**src/rtl/tx_commit_ctrl.sv**
```systemverilog
// Ring-space allocator and rate-limited write-pointer committer for a 1024-word TX ring.
// Latency: grant 1 cycle after request; commit 1 cycle after done; commits spaced >= COMMIT_GAP cycles.
// Backpressure: alloc_req is held off (no grant) while space or outstanding slots are short.
module tx_commit_ctrl #(
    parameter int COMMIT_GAP = 8,
    parameter int DEPTH      = 4
) (
    input  logic       clk,
    input  logic       reset_n,
    input  logic       alloc_req,
    input  logic [7:0] alloc_qwords,
    output logic       alloc_gnt,
    output logic [9:0] alloc_addr,
    input  logic       done_valid,
    input  logic [9:0] rd_addr,
    output logic [9:0] commited_wr_addr,
    output logic       commit_pulse,
    output logic [9:0] free_words,
    output logic       err_underflow
);

    localparam int AW = (DEPTH > 1) ? $clog2(DEPTH) : 1;
    localparam int CW = AW + 1;
    localparam logic [CW-1:0] DEPTH_C = CW'(DEPTH);
    localparam logic [7:0]    GAP_RELOAD = 8'(COMMIT_GAP - 1);

    localparam logic [0:0] A_IDLE = 1'b0;
    localparam logic [0:0] A_GNT  = 1'b1;
    localparam logic [0:0] C_IDLE = 1'b0;
    localparam logic [0:0] C_HOLD = 1'b1;

    logic [0:0]    a_state;
    logic [0:0]    c_state;
    logic [9:0]    alloc_ptr;
    logic [9:0]    pending_end;
    logic          pending;
    logic [7:0]    gap_cnt;

    logic [9:0]    end_mem [DEPTH];
    logic [AW-1:0] wr_ptr;
    logic [AW-1:0] rd_ptr;
    logic [CW-1:0] count;

    logic          fifo_full;
    logic          fifo_empty;
    logic          grant_ok;
    logic          pop;
    logic          commit;
    logic [9:0]    next_ptr;
    logic [9:0]    used_words;

    assign fifo_full  = (count == DEPTH_C);
    assign fifo_empty = (count == '0);
    assign next_ptr   = alloc_ptr + {2'b00, alloc_qwords};
    // Space is measured from alloc_ptr so uncommitted regions are never handed out twice.
    assign used_words = alloc_ptr - rd_addr;
    assign grant_ok   = (a_state == A_IDLE) && alloc_req && (alloc_qwords != 8'd0) &&
                        ({2'b00, alloc_qwords} <= free_words) && !fifo_full;
    assign pop        = done_valid && !fifo_empty;
    assign commit     = (c_state == C_IDLE) && pending;

    always_ff @(posedge clk or negedge reset_n) begin
        if (!reset_n) begin
            a_state    <= A_IDLE;
            alloc_gnt  <= 1'b0;
            alloc_addr <= 10'd0;
            alloc_ptr  <= 10'd0;
            free_words <= 10'd1023;
        end else begin
            free_words <= 10'd1023 - used_words;
            alloc_gnt  <= 1'b0;
            case (a_state)
                A_IDLE: begin
                    if (grant_ok) begin
                        alloc_gnt  <= 1'b1;
                        alloc_addr <= alloc_ptr;
                        alloc_ptr  <= next_ptr;
                        a_state    <= A_GNT;
                    end
                end
                default: a_state <= A_IDLE;
            endcase
        end
    end

    always_ff @(posedge clk) begin
        if (grant_ok) begin
            end_mem[wr_ptr] <= next_ptr;
        end
    end

    always_ff @(posedge clk or negedge reset_n) begin
        if (!reset_n) begin
            wr_ptr        <= '0;
            rd_ptr        <= '0;
            count         <= '0;
            err_underflow <= 1'b0;
        end else begin
            if (grant_ok) begin
                wr_ptr <= wr_ptr + 1'b1;
            end
            if (pop) begin
                rd_ptr <= rd_ptr + 1'b1;
            end
            case ({grant_ok, pop})
                2'b10:   count <= count + 1'b1;
                2'b01:   count <= count - 1'b1;
                default: count <= count;
            endcase
            if (done_valid && fifo_empty) begin
                err_underflow <= 1'b1;
            end
        end
    end

    // A pop in the commit cycle re-arms pending, so it lands in the next commit window.
    always_ff @(posedge clk or negedge reset_n) begin
        if (!reset_n) begin
            pending          <= 1'b0;
            pending_end      <= 10'd0;
            c_state          <= C_IDLE;
            gap_cnt          <= 8'd0;
            commited_wr_addr <= 10'd0;
            commit_pulse     <= 1'b0;
        end else begin
            commit_pulse <= 1'b0;
            if (pop) begin
                pending_end <= end_mem[rd_ptr];
                pending     <= 1'b1;
            end else if (commit) begin
                pending <= 1'b0;
            end
            case (c_state)
                C_IDLE: begin
                    if (pending) begin
                        commited_wr_addr <= pending_end;
                        commit_pulse     <= 1'b1;
                        gap_cnt          <= GAP_RELOAD;
                        c_state          <= C_HOLD;
                    end
                end
                default: begin
                    if (gap_cnt <= 8'd1) begin
                        gap_cnt <= 8'd0;
                        c_state <= C_IDLE;
                    end else begin
                        gap_cnt <= gap_cnt - 8'd1;
                    end
                end
            endcase
        end
    end

endmodule

```
**config.mk**
```make
export PLATFORM = sky130hd
export DESIGN_NAME = tx_commit_ctrl
export DESIGN_NICKNAME = d
export VERILOG_FILES = /design/src/rtl/tx_commit_ctrl.sv
export SDC_FILE = /design/constraint.sdc
export NUM_CORES = 1
export LEC_CHECK = 0
export CORE_MARGIN = 5
export CORE_UTILIZATION = 51
export DETAILED_ROUTE_END_ITERATION = 8
export PLACE_DENSITY = 0.76
export SYNTH_ARGS = -nofsm -noshare
export SYNTH_HDL_FRONTEND = slang
export SYNTH_SLANG_ARGS = --single-unit
```
**constraint.sdc**
```tcl
create_clock -name clk -period 3.01 [get_ports clk]
set_clock_uncertainty 0.1 [all_clocks]
set_input_delay 0.7525 -clock clk [delete_from_list [all_inputs] [get_ports clk]]
set_output_delay 0.7525 -clock clk [all_outputs]
set_load 0.005 [all_outputs]
```
Yosys cells after proc, flatten, opt, wreduce, memory -nomap -nowiden
Memories as Yosys holds them, arrays and structs flattened. A register that Yosys moved wholly into a read port is not among the register bits.
Cells that the tools add are included.
{"block": "word_totals", "output_inout_bits": 33, "reg_bits": 60, "mem_count": 1, "ram_bits": 40, "word_cells": 59, "inputBits": 22}
{"name": "end_mem", "depth": 4, "width": 10, "rd": 1, "rd_ports_with_merged_regs": 1, "wr": 1, "line": "39", "text": "logic [9:0] end_mem [DEPTH];"}
{"block": "classes", "n_lt_le_gt_ge": 2, "n_addsub": 8, "n_eq_ne": 3, "n_reduce_logical": 17, "muxes": 13, "n_bitwise": 2}
{"operator": "2-to-1 mux 8 bit", "count": 3}
{"operator": "adder 10 x 8 -> 10 bit", "count": 1}
{"operator": "<= comparator 8 x 10 -> 1 bit", "count": 1}
{"operator": "subtractor 10 bit", "count": 1}
{"operator": "subtractor 10 bit, first input constant", "count": 1}
{"operator": "2-to-1 mux 1 bit", "count": 9}
{"operator": "<= comparator 8 x 1 -> 1 bit, second input constant", "count": 1}
{"operator": "nonzero test 8 bit", "count": 1}
{"operator": "subtractor 8 x 1 -> 8 bit, second input constant", "count": 1}
{"operator": "logical AND 1 bit", "count": 7}
{"operator": "case mux 3 bit (2 select lines)", "count": 1}
{"operator": "nonzero test 2 bit", "count": 3}
{"operator": "adder 2 x 1 -> 2 bit, second input constant", "count": 2}
{"operator": "AND reduction 2 bit", "count": 2}
{"operator": "adder 3 x 1 -> 3 bit, second input constant", "count": 1}
{"operator": "equality test 3 bit, second input constant", "count": 1}
{"operator": "logical NOT 1 bit", "count": 3}
{"operator": "logical NOT 3 bit", "count": 1}
{"operator": "subtractor 3 x 1 -> 3 bit, second input constant", "count": 1}
{"operator": "equality test 2 x 1 -> 1 bit, second input constant", "count": 1}
{"operator": "equality test 2 bit, second input constant", "count": 1}
{"operator": "NOT 1 bit", "count": 2}

Longest topological paths before layout
{"block": "depth", "word_depth": 7, "depth_mapped": 15, "depth_no_buf": 13}

Least setup slack after synthesis
OpenSTA, ideal clock, no wires.
{"block": "synth_path", "kind": "input-to-reg", "from": "in alloc_qwords[5]", "to": "reg count[2]", "setup_ps": 79, "required_ps": 2831, "arrival_ps": 2986, "path_slack_ps": -155, "n_path_buf": 2, "cell_stages": 14, "path_cell_list": "ha_1 -> nand4_1 -> o21bai_1 -> a31o_2 -> and2_1 -> buf_6 -> buf_8 -> inv_1 -> ha_1 -> inv_1 -> fa_1 -> xor2_1 -> nor2_1 -> xor2_1"}
{"block": "synth_via", "elab_chain_len": 6, "elab_cells_between_ends": 9, "cone_classes": "1 x order compare; 2 x eq/ne; 1 x mux; 5 x reduce/logical"}
{"item": "from (decl)", "line": "11", "text": "input logic [7:0] alloc_qwords,"}
{"item": "parallel branches: the longest is 2 deep, another holds <= comparator 8 x 10 -> 1 bit"}
{"item": "logical AND 1 bit *", "line": "57", "text": "assign grant_ok = (a_state == A_IDLE) && alloc_req && (alloc_qwords != 8'd0) &&"}
{"item": "logical AND 1 bit *", "line": "58", "text": "({2'b00, alloc_qwords} <= free_words) && !fifo_full;"}
{"item": "equality test 2 x 1 -> 1 bit / equality test 2 bit (equally long branches)", "line": "105", "text": "case ({grant_ok, pop})"}
{"item": "case mux 3 bit (2 select lines) / nonzero test 2 bit (equally long branches)"}
{"item": "to (signal assigned)", "line": "106", "text": "2'b10: count <= count + 1'b1;"}
{"item": "to (signal assigned)", "line": "107", "text": "2'b01: count <= count - 1'b1;"}
{"item": "to (signal assigned)", "line": "108", "text": "default: count <= count;"}
{"item": "to (decl)", "line": "42", "text": "logic [CW-1:0] count;"}
Every way passes the cells marked *.
A chain may end at the register's enable or synchronous reset.

Worst setup path in the final report
{"block": "layout_path", "from": "in alloc_qwords[7]", "to": "reg count[2]"}
The elaborated chain is that of the path after synthesis.

==> results.md <==
- Wire per inst: 16.8 µm
- Reg-to-Reg Start: free_words[4]
- Initial DRC Count: roughly 270
- DR vias: ~3.4k
- Yosys cell types: 55
- # diodes: 0
- Final worst slack: 57.4 ps
- PwrDens: between 1000 and 1500 nW/µm²
- Final hold violation count: 0
- Die area: about 13,000 µm²
- Clk buf depth: 2
- FF+latch count, synth: 110
- Maxcap violations: 0
- Crit path capture: count[2]
- Max VDD drop: ~0.49 mV
- Post-CTS Setup Repair Bufs: 0
- Core Rows: 37
- DIE WIDTH: between 100 and 150 µm
- Vias in the first global route: 3,751
- Worst Setup SP: alloc_qwords[7]
- Final Core Density: a little under two thirds
- Critical path data required time: between 3000 and 4000 ps
- IO Port Bufs: 54
- Routability congestion estimate: between 0.8 and 0.9
- Core area: approximately 10,000 µm²
- Synth-to-layout area growth: 22.4%
- Ys flop type: dfrtp_1
- Count of final setup violators: 0
- Total Nets Final: 546
- Gr ovfl total: 0
- Mapped cell area: between 5000 and 6000 µm²
- RSZ-0062 raised after global routing: no
- Final Cycle Share: between 90% and 100%
- Initial antenna violation count: 0
- Post-Route WL: around 11,000 µm
- Fin Setup TNS: 0 ps
- Total track usage: a little under a fifth
- CTS tree: yes
- Dpl hpwl: between 7000 and 8000 µm
- IO Count: 55
- Placed inst area: about 6300 µm²
- FFs w/ async S/R, synth: a little under two thirds
- Hold buffer count at cts: 0
- Sink Count: 110
- Layout cells sized above 1: 24.7%
- Hold Crit Class: primary input to asynchronous set/reset pin
- Starting density of the core: between 50% and 60%
- Final hold slack: between 200 and 300 ps
- Post-synth EDFFs: 40
- Root Driver: clkbuf_8
- Cells after synthesis: 400
- Final Cell Area: 6530 µm²
- Worst slack, placed: -427 ps
- Crit path capture type: flop
- Worst-path clk slew: ~110 ps
- Max Clk Rate: approximately 0.34 GHz
- Crit path launch type: primary input
- TritonRoute pass-1 iters: 4
- Die height: about 110 µm
- Yosys warns: 0
- Slew margin rel.: around 50%
- Max Fanout on Critical Path: 3
- Clk_lat worst skew: between 300 and 400 ps
- Worst Tran Pin Value: 757 ps
- Reg2reg end: count[2]
- Residual DRC: 0
- H-tree levels: 3
- Outcome: finished clean
- Fin crit period: 2950 ps
- Flop2flop setup slack: between 200 and 300 ps
- Crit path DAT: 3150 ps
- Synthesized Nets: 457
- Sequential area share after synthesis: a little under three fifths
- Largest net degree at the start of global routing: a little over 70
- Worst r2r path cells: 13
- Pleak: 2.75 nW
- Vias/cell: between 5 and 6
- Post-DRT Antenna Nets: 0
- Avg Cell Area, Syn: 13.3 µm²
- First-pass GRT wire length: approximately 18,000 µm
- Worst setup path category: primary input to flop
- Total CTS buffers: 9
- Max-slew violation count: 0
## through the flow
stage | instances | total power (W)
2_1_floorplan | 400 | 0.00500
3_3_place_gp | 614 | 0.00618
3_5_place_dp | 614 | 0.00636
4_1_cts | 630 | 0.00722
5_1_grt | 630 | 0.00771
6_report | 630 | 0.00715
## area by class of cell
type | count | area (µm²)
well taps | 136 | 170
fillers | 839 | 3740
clock buffers | 9 | 124
multi-input cells | 246 | 2230
flip-flops and latches | 110 | 2970
clock inverters | 7 | 63.8
repair buffers | 88 | 852
inverters | 34 | 130
## cell families after synthesis
logic type,after synthesis,share of synthesized area (%)
fa+ha+maj,35,8.62
buf+inv,44,3.77
compound gates,56,7.17
flops,110,55.5
mux,48,13.1
simple gates,87,8.48
xor+xnor,20,3.28
## registers in the layout, summed over array words and instances (netlist names), 3 cells and up
register,cells
count,3
gap_cnt,8
alloc_ptr,10
free_words,10
pending_end,10
end_mem,40
alloc_addr,10
commited_wr_addr,10
## placed cells by master, fill, tap and decap left out, types with 5 or more instances in the layout
cell / netlist / layout
mux4_2: 10 / 10
dfstp_2: 10 / 10
nor2b_1: 6 / 6
clkdlybuf4s50_1: 0 / 49
buf_4: 0 / 29
a21oi_1: 12 / 12
inv_1: 33 / 31
o21ai_0: 14 / 13
nand2_1: 14 / 14
nor3_1: 8 / 8
nand3_1: 10 / 10
nand2b_1: 5 / 5
buf_12: 1 / 5
nor2_1: 21 / 21
ha_1: 32 / 28
clkbuf_8: 0 / 9
edfxtp_1: 40 / 40
and3_1: 6 / 6
dfrtp_1: 60 / 60
xor2_1: 7 / 7
mux2_2: 24 / 24
mux2_4: 13 / 13
xnor2_1: 13 / 13
## cells in the mapped netlist (5+ instances only)
cell / n / area (µm²)
a21oi_1: 12 / 60.1
and3_1: 6 / 37.5
dfrtp_1: 60 / 1500
dfstp_2: 10 / 263
edfxtp_1: 40 / 1200
ha_1: 32 / 400
inv_1: 33 / 124
mux2_2: 24 / 270
mux2_4: 13 / 195
mux4_2: 10 / 225
nand2_1: 14 / 52.6
nand2b_1: 5 / 31.3
nand3_1: 10 / 50.1
nor2_1: 21 / 78.8
nor2b_1: 6 / 37.5
nor3_1: 8 / 40.0
o21ai_0: 14 / 70.1
xnor2_1: 13 / 114
xor2_1: 7 / 61.3
## metal layers
metal	vias up	global-route usage (%)	routed length [µm]
li1	1622	-	-
met1	1711	23.5	4770
met2	79	31.1	5240
met3	10	5.34	479
met4	0	3.21	81
met5	-	0	0
## worst min-delay path by stage
stage	startpoint	to	slack (ps)	cells past startpoint
after CTS	reset_n	commited_wr_addr[0]	310	2
after global placement	err_underflow	err_underflow	340	1
after global routing	reset_n	commited_wr_addr[0]	300	2
final	reset_n	commited_wr_addr[0]	270	2
after detailed placement	err_underflow	err_underflow	340	1
after floorplan	err_underflow	err_underflow	350	1
## worst max-delay path, cell delays in order
cell	delay, ps
clkdlybuf4s50_1	450
ha_1	340
o21a_1	120
o221ai_1	100
a31o_2	250
and2_4	150
inv_4	50
ha_4	130
inv_2	40
fa_2	370
xor2_1	140
nor2_1	110
xor2_1	150
## where the power goes
| group | switching [W] | total (W) | internal [W] |
|---|---|---|---|
| Clock | 0.000524 | 0.000841 | 0.000317 |
| Sequential | 0.000470 | 0.00286 | 0.00239 |
| Combinational | 0.00153 | 0.00344 | 0.00191 |
| Total | 0.00253 | 0.00715 | 0.00462 |
## timing repair
action                     4_1_cts  5_1_grt
pin swaps                        0        2
setup endpoints to repair        1        1
resized for setup                3        1
Note: power is estimated with default switching activity, not from simulation.
